[config.mk]
export PLATFORM = sky130hd
export DESIGN_NAME = mem_port_arbiter
export DESIGN_NICKNAME = d
export VERILOG_FILES = /design/src/rtl/mem_port_arbiter.sv
export SDC_FILE = /design/constraint.sdc
export NUM_CORES = 1
export LEC_CHECK = 0
export ABC_AREA = 1
export BUFFER_PORTS_ARGS = -buffer_cell sky130_fd_sc_hd__buf_2
export CAP_MARGIN = 20
export CORE_MARGIN = 4
export CORE_UTILIZATION = 46
export DETAILED_ROUTE_END_ITERATION = 10
export PLACE_DENSITY = 0.78
export SYNTH_ARGS = -nofsm -noshare
export SYNTH_HDL_FRONTEND = slang
export SYNTH_SLANG_ARGS = --single-unit
[constraint.sdc]
create_clock -name clk -period 2 [get_ports clk]
set_input_delay 0.3 -clock clk [delete_from_list [all_inputs] [get_ports clk]]
set_output_delay 0.3 -clock clk [all_outputs]
set_load 0.05 [all_outputs]
[src/rtl/mem_port_arbiter.sv]
// mem_port_arbiter: shares one single-ported memory between IF and DM.
// DM has priority, IF starvation is bounded, and hung accesses time out.
//
// Ports:
//   clk, rst            clock and synchronous active-high reset
//   if_req/if_addr      fetch request and byte address
//   if_rdata/if_ready   fetched word and one-cycle completion pulse
//   dm_req/dm_we        data request and store select
//   dm_addr/dm_wdata    data address and store data
//   dm_be               store byte enables
//   dm_rdata/dm_ready   load data and one-cycle completion pulse
//   mem_req/mem_we      memory strobe and write enable
//   mem_addr/mem_wdata  memory address and write data
//   mem_be              memory byte enables
//   mem_rdata/mem_ready memory read data and completion
//   bus_err             sticky timeout flag
module mem_port_arbiter #(
    parameter int MAX_DATA_STREAK = 4,
    parameter int TIMEOUT         = 16
) (
    input  logic        clk,
    input  logic        rst,
    input  logic        if_req,
    input  logic [31:0] if_addr,
    output logic [31:0] if_rdata,
    output logic        if_ready,
    input  logic        dm_req,
    input  logic        dm_we,
    input  logic [31:0] dm_addr,
    input  logic [31:0] dm_wdata,
    input  logic [3:0]  dm_be,
    output logic [31:0] dm_rdata,
    output logic        dm_ready,
    output logic        mem_req,
    output logic        mem_we,
    output logic [31:0] mem_addr,
    output logic [31:0] mem_wdata,
    output logic [3:0]  mem_be,
    input  logic [31:0] mem_rdata,
    input  logic        mem_ready,
    output logic        bus_err
);

    localparam int SW = $clog2(MAX_DATA_STREAK + 1);
    localparam int TW = (TIMEOUT > 2) ? $clog2(TIMEOUT) : 1;
    localparam logic [SW-1:0] S_MAX = SW'(MAX_DATA_STREAK);
    localparam logic [TW-1:0] T_LAST = TW'(TIMEOUT - 1);

    typedef enum logic [1:0] {
        IDLE    = 2'd0,
        IF_BUSY = 2'd1,
        DM_BUSY = 2'd2
    } state_t;

    state_t      state_q, state_d;
    logic        mem_req_q, mem_req_d;
    logic        mem_we_q, mem_we_d;
    logic [31:0] mem_addr_q, mem_addr_d;
    logic [31:0] mem_wdata_q, mem_wdata_d;
    logic [3:0]  mem_be_q, mem_be_d;
    logic        if_ready_q, if_ready_d;
    logic        dm_ready_q, dm_ready_d;
    logic [31:0] if_rdata_q, if_rdata_d;
    logic [31:0] dm_rdata_q, dm_rdata_d;
    logic [SW-1:0] streak_q, streak_d;
    logic [TW-1:0] tcnt_q, tcnt_d;
    logic        bus_err_q, bus_err_d;

    logic if_elig;
    logic dm_elig;
    logic grant_dm;
    logic grant_if;
    logic [31:0] rd_val;

    // A requester in its ready cycle still holds req; mask it
    assign if_elig  = if_req & ~if_ready_q;
    assign dm_elig  = dm_req & ~dm_ready_q;
    assign grant_dm = dm_elig & (~if_elig | (streak_q < S_MAX));
    assign grant_if = if_elig & ~grant_dm;
    // Stores return zero as read data
    assign rd_val   = mem_we_q ? 32'h0 : mem_rdata;

    always_comb begin
        state_d     = state_q;
        mem_req_d   = mem_req_q;
        mem_we_d    = mem_we_q;
        mem_addr_d  = mem_addr_q;
        mem_wdata_d = mem_wdata_q;
        mem_be_d    = mem_be_q;
        if_ready_d  = 1'b0;
        dm_ready_d  = 1'b0;
        if_rdata_d  = 32'h0;
        dm_rdata_d  = 32'h0;
        streak_d    = streak_q;
        tcnt_d      = tcnt_q;
        bus_err_d   = bus_err_q;

        unique case (state_q)
            IDLE: begin
                tcnt_d = '0;
                unique case (1'b1)
                    grant_dm: begin
                        state_d     = DM_BUSY;
                        mem_req_d   = 1'b1;
                        mem_we_d    = dm_we;
                        mem_addr_d  = dm_addr;
                        mem_wdata_d = dm_wdata;
                        mem_be_d    = dm_be;
                        if (!if_req)
                            streak_d = '0;
                        else if (streak_q != S_MAX)
                            streak_d = streak_q + 1'b1;
                    end
                    grant_if: begin
                        state_d     = IF_BUSY;
                        mem_req_d   = 1'b1;
                        mem_we_d    = 1'b0;
                        mem_addr_d  = if_addr;
                        mem_wdata_d = 32'h0;
                        mem_be_d    = 4'hF;
                        streak_d    = '0;
                    end
                    default: ;
                endcase
            end
            IF_BUSY, DM_BUSY: begin
                if (mem_ready || tcnt_q == T_LAST) begin
                    state_d   = IDLE;
                    mem_req_d = 1'b0;
                    tcnt_d    = '0;
                    if (!mem_ready)
                        bus_err_d = 1'b1;
                    if (state_q == IF_BUSY) begin
                        if_ready_d = 1'b1;
                        if_rdata_d = mem_ready ? rd_val : 32'h0;
                    end else begin
                        dm_ready_d = 1'b1;
                        dm_rdata_d = mem_ready ? rd_val : 32'h0;
                    end
                end else begin
                    tcnt_d = tcnt_q + 1'b1;
                end
            end
            default: begin
                state_d   = IDLE;
                mem_req_d = 1'b0;
            end
        endcase
    end

    always_ff @(posedge clk) begin
        if (rst) begin
            state_q     <= IDLE;
            mem_req_q   <= 1'b0;
            mem_we_q    <= 1'b0;
            mem_addr_q  <= 32'h0;
            mem_wdata_q <= 32'h0;
            mem_be_q    <= 4'h0;
            if_ready_q  <= 1'b0;
            dm_ready_q  <= 1'b0;
            if_rdata_q  <= 32'h0;
            dm_rdata_q  <= 32'h0;
            streak_q    <= '0;
            tcnt_q      <= '0;
            bus_err_q   <= 1'b0;
        end else begin
            state_q     <= state_d;
            mem_req_q   <= mem_req_d;
            mem_we_q    <= mem_we_d;
            mem_addr_q  <= mem_addr_d;
            mem_wdata_q <= mem_wdata_d;
            mem_be_q    <= mem_be_d;
            if_ready_q  <= if_ready_d;
            dm_ready_q  <= dm_ready_d;
            if_rdata_q  <= if_rdata_d;
            dm_rdata_q  <= dm_rdata_d;
            streak_q    <= streak_d;
            tcnt_q      <= tcnt_d;
            bus_err_q   <= bus_err_d;
        end
    end

    assign mem_req   = mem_req_q;
    assign mem_we    = mem_we_q;
    assign mem_addr  = mem_addr_q;
    assign mem_wdata = mem_wdata_q;
    assign mem_be    = mem_be_q;
    assign if_ready  = if_ready_q;
    assign dm_ready  = dm_ready_q;
    assign if_rdata  = if_rdata_q;
    assign dm_rdata  = dm_rdata_q;
    assign bus_err   = bus_err_q;

endmodule

* Word level (Yosys, flattened, before mapping)
Index checks and enable logic that the tools add are counted.
** Storage, ports and cells
- Word-level logic and storage cells :: 70
- Bits in read-only memories :: 0
- Register bits after elaboration :: 146
- Input bits :: 138
- Output and inout bits :: 137
- RAM bits :: 0
- Memories kept :: 0
- Latch bits :: 0
** Operators by class
- Equal/unequal tests :: 8
- $add $sub $neg :: 2
- Muxes and demuxes :: 19
- Div/mod/pow operators :: 0
- Reduce and logical (&&, ||, !) cells :: 14
- Shifts and indexed selects :: 0
- Bitwise logic cells :: 13
- Magnitude comparators :: 1
- $mul :: 0
** Operators with widths (count)
- case mux 32 bit (2 select lines) :: 2
- 2-to-1 mux 32 bit :: 2
- case mux 4 bit (2 select lines) :: 2
- NOT 1 bit :: 8
- case mux 2 bit (2 select lines) :: 2
- OR reduction 4 bit :: 2
- 2-to-1 mux 3 bit :: 2
- inequality test 3 bit (second input constant) :: 2
- case mux 3 bit (2 select lines) :: 1
- AND reduction 2 bit :: 3
- AND reduction 3 bit :: 2
- adder 4 x 1 -> 4 bit (second input constant) :: 1
- bitwise AND 1 bit :: 4
- == test 4 bit (second input constant) :: 1
- 2-to-1 mux 1 bit :: 4
- 2-to-1 mux 4 bit :: 1
- inequality test 2 bit (second input constant) :: 2
- case mux 1 bit (2 select lines) :: 2
- nonzero test 2 bit :: 2
- OR reduction 2 bit :: 2
- adder 3 x 1 -> 3 bit (second input constant) :: 1
- less-than comparator 3 bit (second input constant) :: 1
- inequality test 3 x 2 -> 1 bit (second input constant) :: 1
- OR reduction 3 bit :: 1
- 6 further kinds :: 6

* Depth between registers and ports, before layout
- Depth in word-level cells :: 10
- Mapped depth :: 9
- Mapped depth without buffers :: 9

* Worst setup path after synthesis
Ideal clock, no wire load.
- Path kind :: flip-flop to flip-flop
- From :: register if_ready_q (netlist: if_ready)
- To :: register mem_addr_q[14] (netlist: mem_addr[14])
- Required time :: 1.891 ns
- Setup slack :: 0.348 ns
- Path buffers :: 1
- Cell stages (with the launch flop) :: 9
- Setup time :: 0.109 ns
- Arrival time :: 1.543 ns
- Clock period less this slack :: 1.652 ns
- Path through :: dfxtp_1 inv_1 nand2_2 nand2_1 nand2_1 clkbuf_1 a21oi_1 nand2_1 inv_1
** Between the ends
- Longest elaborated chain between the ends :: 9
- Elaborated cells on any way between the ends :: 10
- Classes of those cells :: mux: 1; bitwise: 7; reduce/logical: 2
** RTL lines
- from (decl) :: RTL line 61 : logic if_ready_q, if_ready_d;
- from (signal assigned) :: RTL line 173 : if_ready_q <= if_ready_d;
- NOT 1 bit * :: RTL line 76 : assign if_elig = if_req & ~if_ready_q;
- bitwise AND 1 bit * :: RTL line 76
- NOT 1 bit :: RTL line 78 : assign grant_dm = dm_elig & (~if_elig | (streak_q < S_MAX));
- bitwise OR 1 bit :: RTL line 78
- bitwise AND 1 bit :: RTL line 78
- NOT 1 bit :: RTL line 79 : assign grant_if = if_elig & ~grant_dm;
- bitwise AND 1 bit :: RTL line 79
- nonzero test 2 bit (no line)
- AND reduction 2 bit (no line)
- to (signal assigned) :: RTL line 170 : mem_addr_q <= mem_addr_d;
- to (decl) :: RTL line 58 : logic [31:0] mem_addr_q, mem_addr_d;
Mark *: on every way between the ends. The rest lies on a longest branch, timed or not.
A chain may end at the register's enable or synchronous reset.

* Worst setup path in the final report
- From :: register dm_ready_q (netlist: dm_ready)
- To :: register mem_wdata_q[8] (netlist: mem_wdata[8])
** Between the ends
- Longest elaborated chain between the ends :: 7
- Elaborated cells on any way between the ends :: 8
- Classes of those cells :: mux: 1; bitwise: 5; reduce/logical: 2
** RTL lines
- from (decl) :: RTL line 62 : logic dm_ready_q, dm_ready_d;
- from (signal assigned) :: RTL line 174 : dm_ready_q <= dm_ready_d;
- NOT 1 bit * :: RTL line 77 : assign dm_elig = dm_req & ~dm_ready_q;
- bitwise AND 1 bit * :: RTL line 77
- bitwise AND 1 bit * :: RTL line 78
- NOT 1 bit :: RTL line 79
- bitwise AND 1 bit :: RTL line 79
- nonzero test 2 bit (no line)
- AND reduction 2 bit (no line)
- to (signal assigned) :: RTL line 171 : mem_wdata_q <= mem_wdata_d;
- to (decl) :: RTL line 59 : logic [31:0] mem_wdata_q, mem_wdata_d;
Marks and branches as above.

==> results.json <==
{
  "worstMarginPinSlew_ns": 0.828,
  "grt_pass1_wl_um": 25500,
  "holdPathEnd": "mem_be[1]",
  "grt_max_degree": 76,
  "yosys-top-cells-area": "dfxtp_1, nand3_1, nand2_1",
  "drv_cap": 0,
  "syn_to_final_growth_pct": 37.4,
  "wl_met3_um": 1560,
  "dieArea_um2": 14000,
  "synth-seq-cells": 146,
  "cts_resized": 0,
  "critical_path.top_delay_family": "compound AO/OA/AOI/OAI gates",
  "io_buffers": 274,
  "status": "finished clean",
  "clkTransAtPathRegs_ns": 0.06,
  "required_ns": 2.34,
  "leakage_uw": 0.00417,
  "gp_congestion": 0.781,
  "fmax_ghz": 0.550,
  "drive_gt1_frac": 0.336,
  "syn_nets": 873,
  "hp-start": "dm_be[1]",
  "maxSlewViolCount": 0,
  "powerDensity_nw_per_um2": 1080,
  "grt_pass1_vias": 5308,
  "worst-r2r-cell-count": 6,
  "fin_crit_ns": 1.82,
  "ys_warn_count": 0,
  "wire_per_inst_um": 13.7,
  "grt-ovfl-total": 0,
  "final_util": 0.645,
  "dp_hpwl_um": 11100,
  "design_area_um2": 7710,
  "dpl-instance-area_um2": 7120,
  "post-route-period-util": 0.909,
  "yosysUniqueCellTypes": 23,
  "r2r_setup_slack_ns": 0.18,
  "worst_path_max_delay_cell": "o21ai_4",
  "met1_length_um": 6300,
  "synth_top_area_share": 0.520,
  "cts_hold_buf": 0,
  "synthCells": 728,
  "whs_ns": 0.0933,
  "ir_worst_vdd_mv": 0.800,
  "drt_wl_total_um": 15700,
  "path_class": "reg -> reg",
  "relSlewSlack": 0.446,
  "vias_per_cell": 4.83,
  "end_kind": "register",
  "highest_layer": "met5",
  "start_util": 0.470,
  "rr_endpoint": "mem_wdata[8]",
  "vias": 5541,
  "whs_path_depth": 3,
  "root_buffer": "clkbuf_16",
  "cp_num_buf_inv": 2,
  "skew_ns": 0.00604,
  "cts.sinks": 146,
  "antenna_found_initial": 1,
  "n_antenna_cell": 0,
  "cts_buffers": 17,
  "core_area_um2": 12000,
  "htreeDepth": 4,
  "grtUsageTotal": 0.222,
  "die_x_um": 119,
  "crit_fanout": 25,
  "rsz0062_at_grt": "false",
  "cpPeakStageDelay_ns": 0.66,
  "clock_path_buffers": 2,
  "detail-route-antenna-nets": 0,
  "synth.avg_cell_area_um2": 7.72,
  "setup_viol": 0,
  "cts_tree": "built",
  "rows": 40,
  "syn_area_um2": 5620,
  "io_pins": 275,
  "place_ws_ns": 0.162,
  "die_h_um": 119,
  "worst_slack_ns": 0.183,
  "hold_viol_final": 0,
  "final_nets": 1132,
  "r2r_start": "dm_ready",
  "drc_errors": 0,
  "clock_latency_ns": 0.42,
  "first_iter_violations": 401,
  "holdCritPathClass": "in -> reg",
  "finalSetupTns_ns": 0,
  "post_cts_buffers": 0,
  "crit_chain": "inv_1, nand2_2, o21ai_4, buf_4, nand3_1, a21oi_1",
  "firstDrtPassIters": 5,
  "crit_path_start_kind": "register",
  "met2RoutedLength_um": 7450,
  "synth_top_area_cell": "dfxtp_1",
  "worst-endpoint-arrival_ns": 2.16,
  "ys_seq_area_frac": 0.520
}
## metal layers
| metal | track usage | vias to the layer above |
|---|---|---|
| met3 | 0.0938 | 28 |
| li1 | - | 2825 |
| met5 | 0 | - |
| met4 | 0.0891 | 2 |
| met2 | 0.368 | 224 |
| met1 | 0.254 | 2462 |
## power breakdown
part,internal [µW],switching (µW)
Combinational,540,1440
Clock,1890,1250
Sequential,3120,102
Total,5560,2790
## Yosys cell counts
| cell type | count |
|---|---|
| a21oi_1 | 76 |
| a21oi_4 | 1 |
| and3_1 | 1 |
| buf_1 | 5 |
| buf_2 | 13 |
| buf_4 | 5 |
| buf_6 | 1 |
| clkbuf_1 | 23 |
| dfxtp_1 | 146 |
| ha_1 | 7 |
| inv_1 | 121 |
| inv_2 | 2 |
| nand2_1 | 126 |
| nand2_2 | 2 |
| nand3_1 | 95 |
| nand3_2 | 10 |
| nand4_1 | 4 |
| nor2_1 | 18 |
| nor3_1 | 64 |
| o21ai_0 | 5 |
| o21ai_2 | 1 |
| or2_2 | 1 |
| xnor2_1 | 1 |
## flip-flops by register name, indices dropped and copies added, names as in the netlist
signal,count
if_ready,1
mem_wdata,32
bus_err,1
mem_we,1
tcnt_q,4
dm_ready,1
mem_req,1
if_rdata,32
state_q,2
mem_addr,32
dm_rdata,32
streak_q,3
mem_be,4
## layout by cell type (no fill, tap or decap), types with 2 or more instances in the layout
master      count
nand2_2         3
nor3_1         64
o21ai_0         5
nand4_1         4
a21oi_1        76
nand3_1        95
inv_1         121
clkinvlp_4      3
nand2_1       125
nand3_2        10
clkbuf_16      17
ha_1            7
nor2_1         18
buf_12          5
inv_2           2
buf_2         274
inv_6           6
buf_4           8
dfxtp_1       146
bufinv_16       2
## kinds of logic (layout without fill, tap and decap cells)
| family | count (synthesis) | after routing | share of synthesized area |
|---|---|---|---|
| compound gates | 83 | 83 | 0.0766 |
| fa+ha+maj | 7 | 7 | 0.0156 |
| xor+xnor | 1 | 1 | 0.00156 |
| simple gates | 321 | 321 | 0.265 |
| buf+inv | 170 | 442 | 0.121 |
| flops | 146 | 146 | 0.520 |
## area by class of cell
type | count | area (µm²)
Inverter | 123 | 462
Clock buffer | 19 | 443
Multi-Input combinational cell | 412 | 2020
Tap cell | 147 | 184
Timing Repair Buffer | 287 | 1530
Sequential cell | 146 | 2920
Clock inverter | 13 | 149
Fill cell | 1054 | 4250
## worst max path at each step
stage,from,end,slack (ns),depth (start not counted)
finish,dm_ready,mem_wdata[8],0.18,6
global route,dm_ready,mem_wdata[8],0.03,6
CTS,dm_ready,mem_wdata[8],0.17,6
detailed placement,dm_req,mem_wdata[8],0.16,6
global placement,dm_req,mem_wdata[12],0.21,6
floorplan,if_ready,mem_addr[14],0.35,8
## stage by stage
stage	total power, µW	std cells
after floorplan	4730	728
after global placement	5250	1115
after detailed placement	5270	1115
after CTS	8420	1147
after global routing	8740	1147
final	8350	1147
## worst min-delay path: stages
cell	delay (ns)
buf_2	0.07
o21ai_0	0.07
inv_1	0.04
No activity file was read; power rests on OpenSTA's default activity.
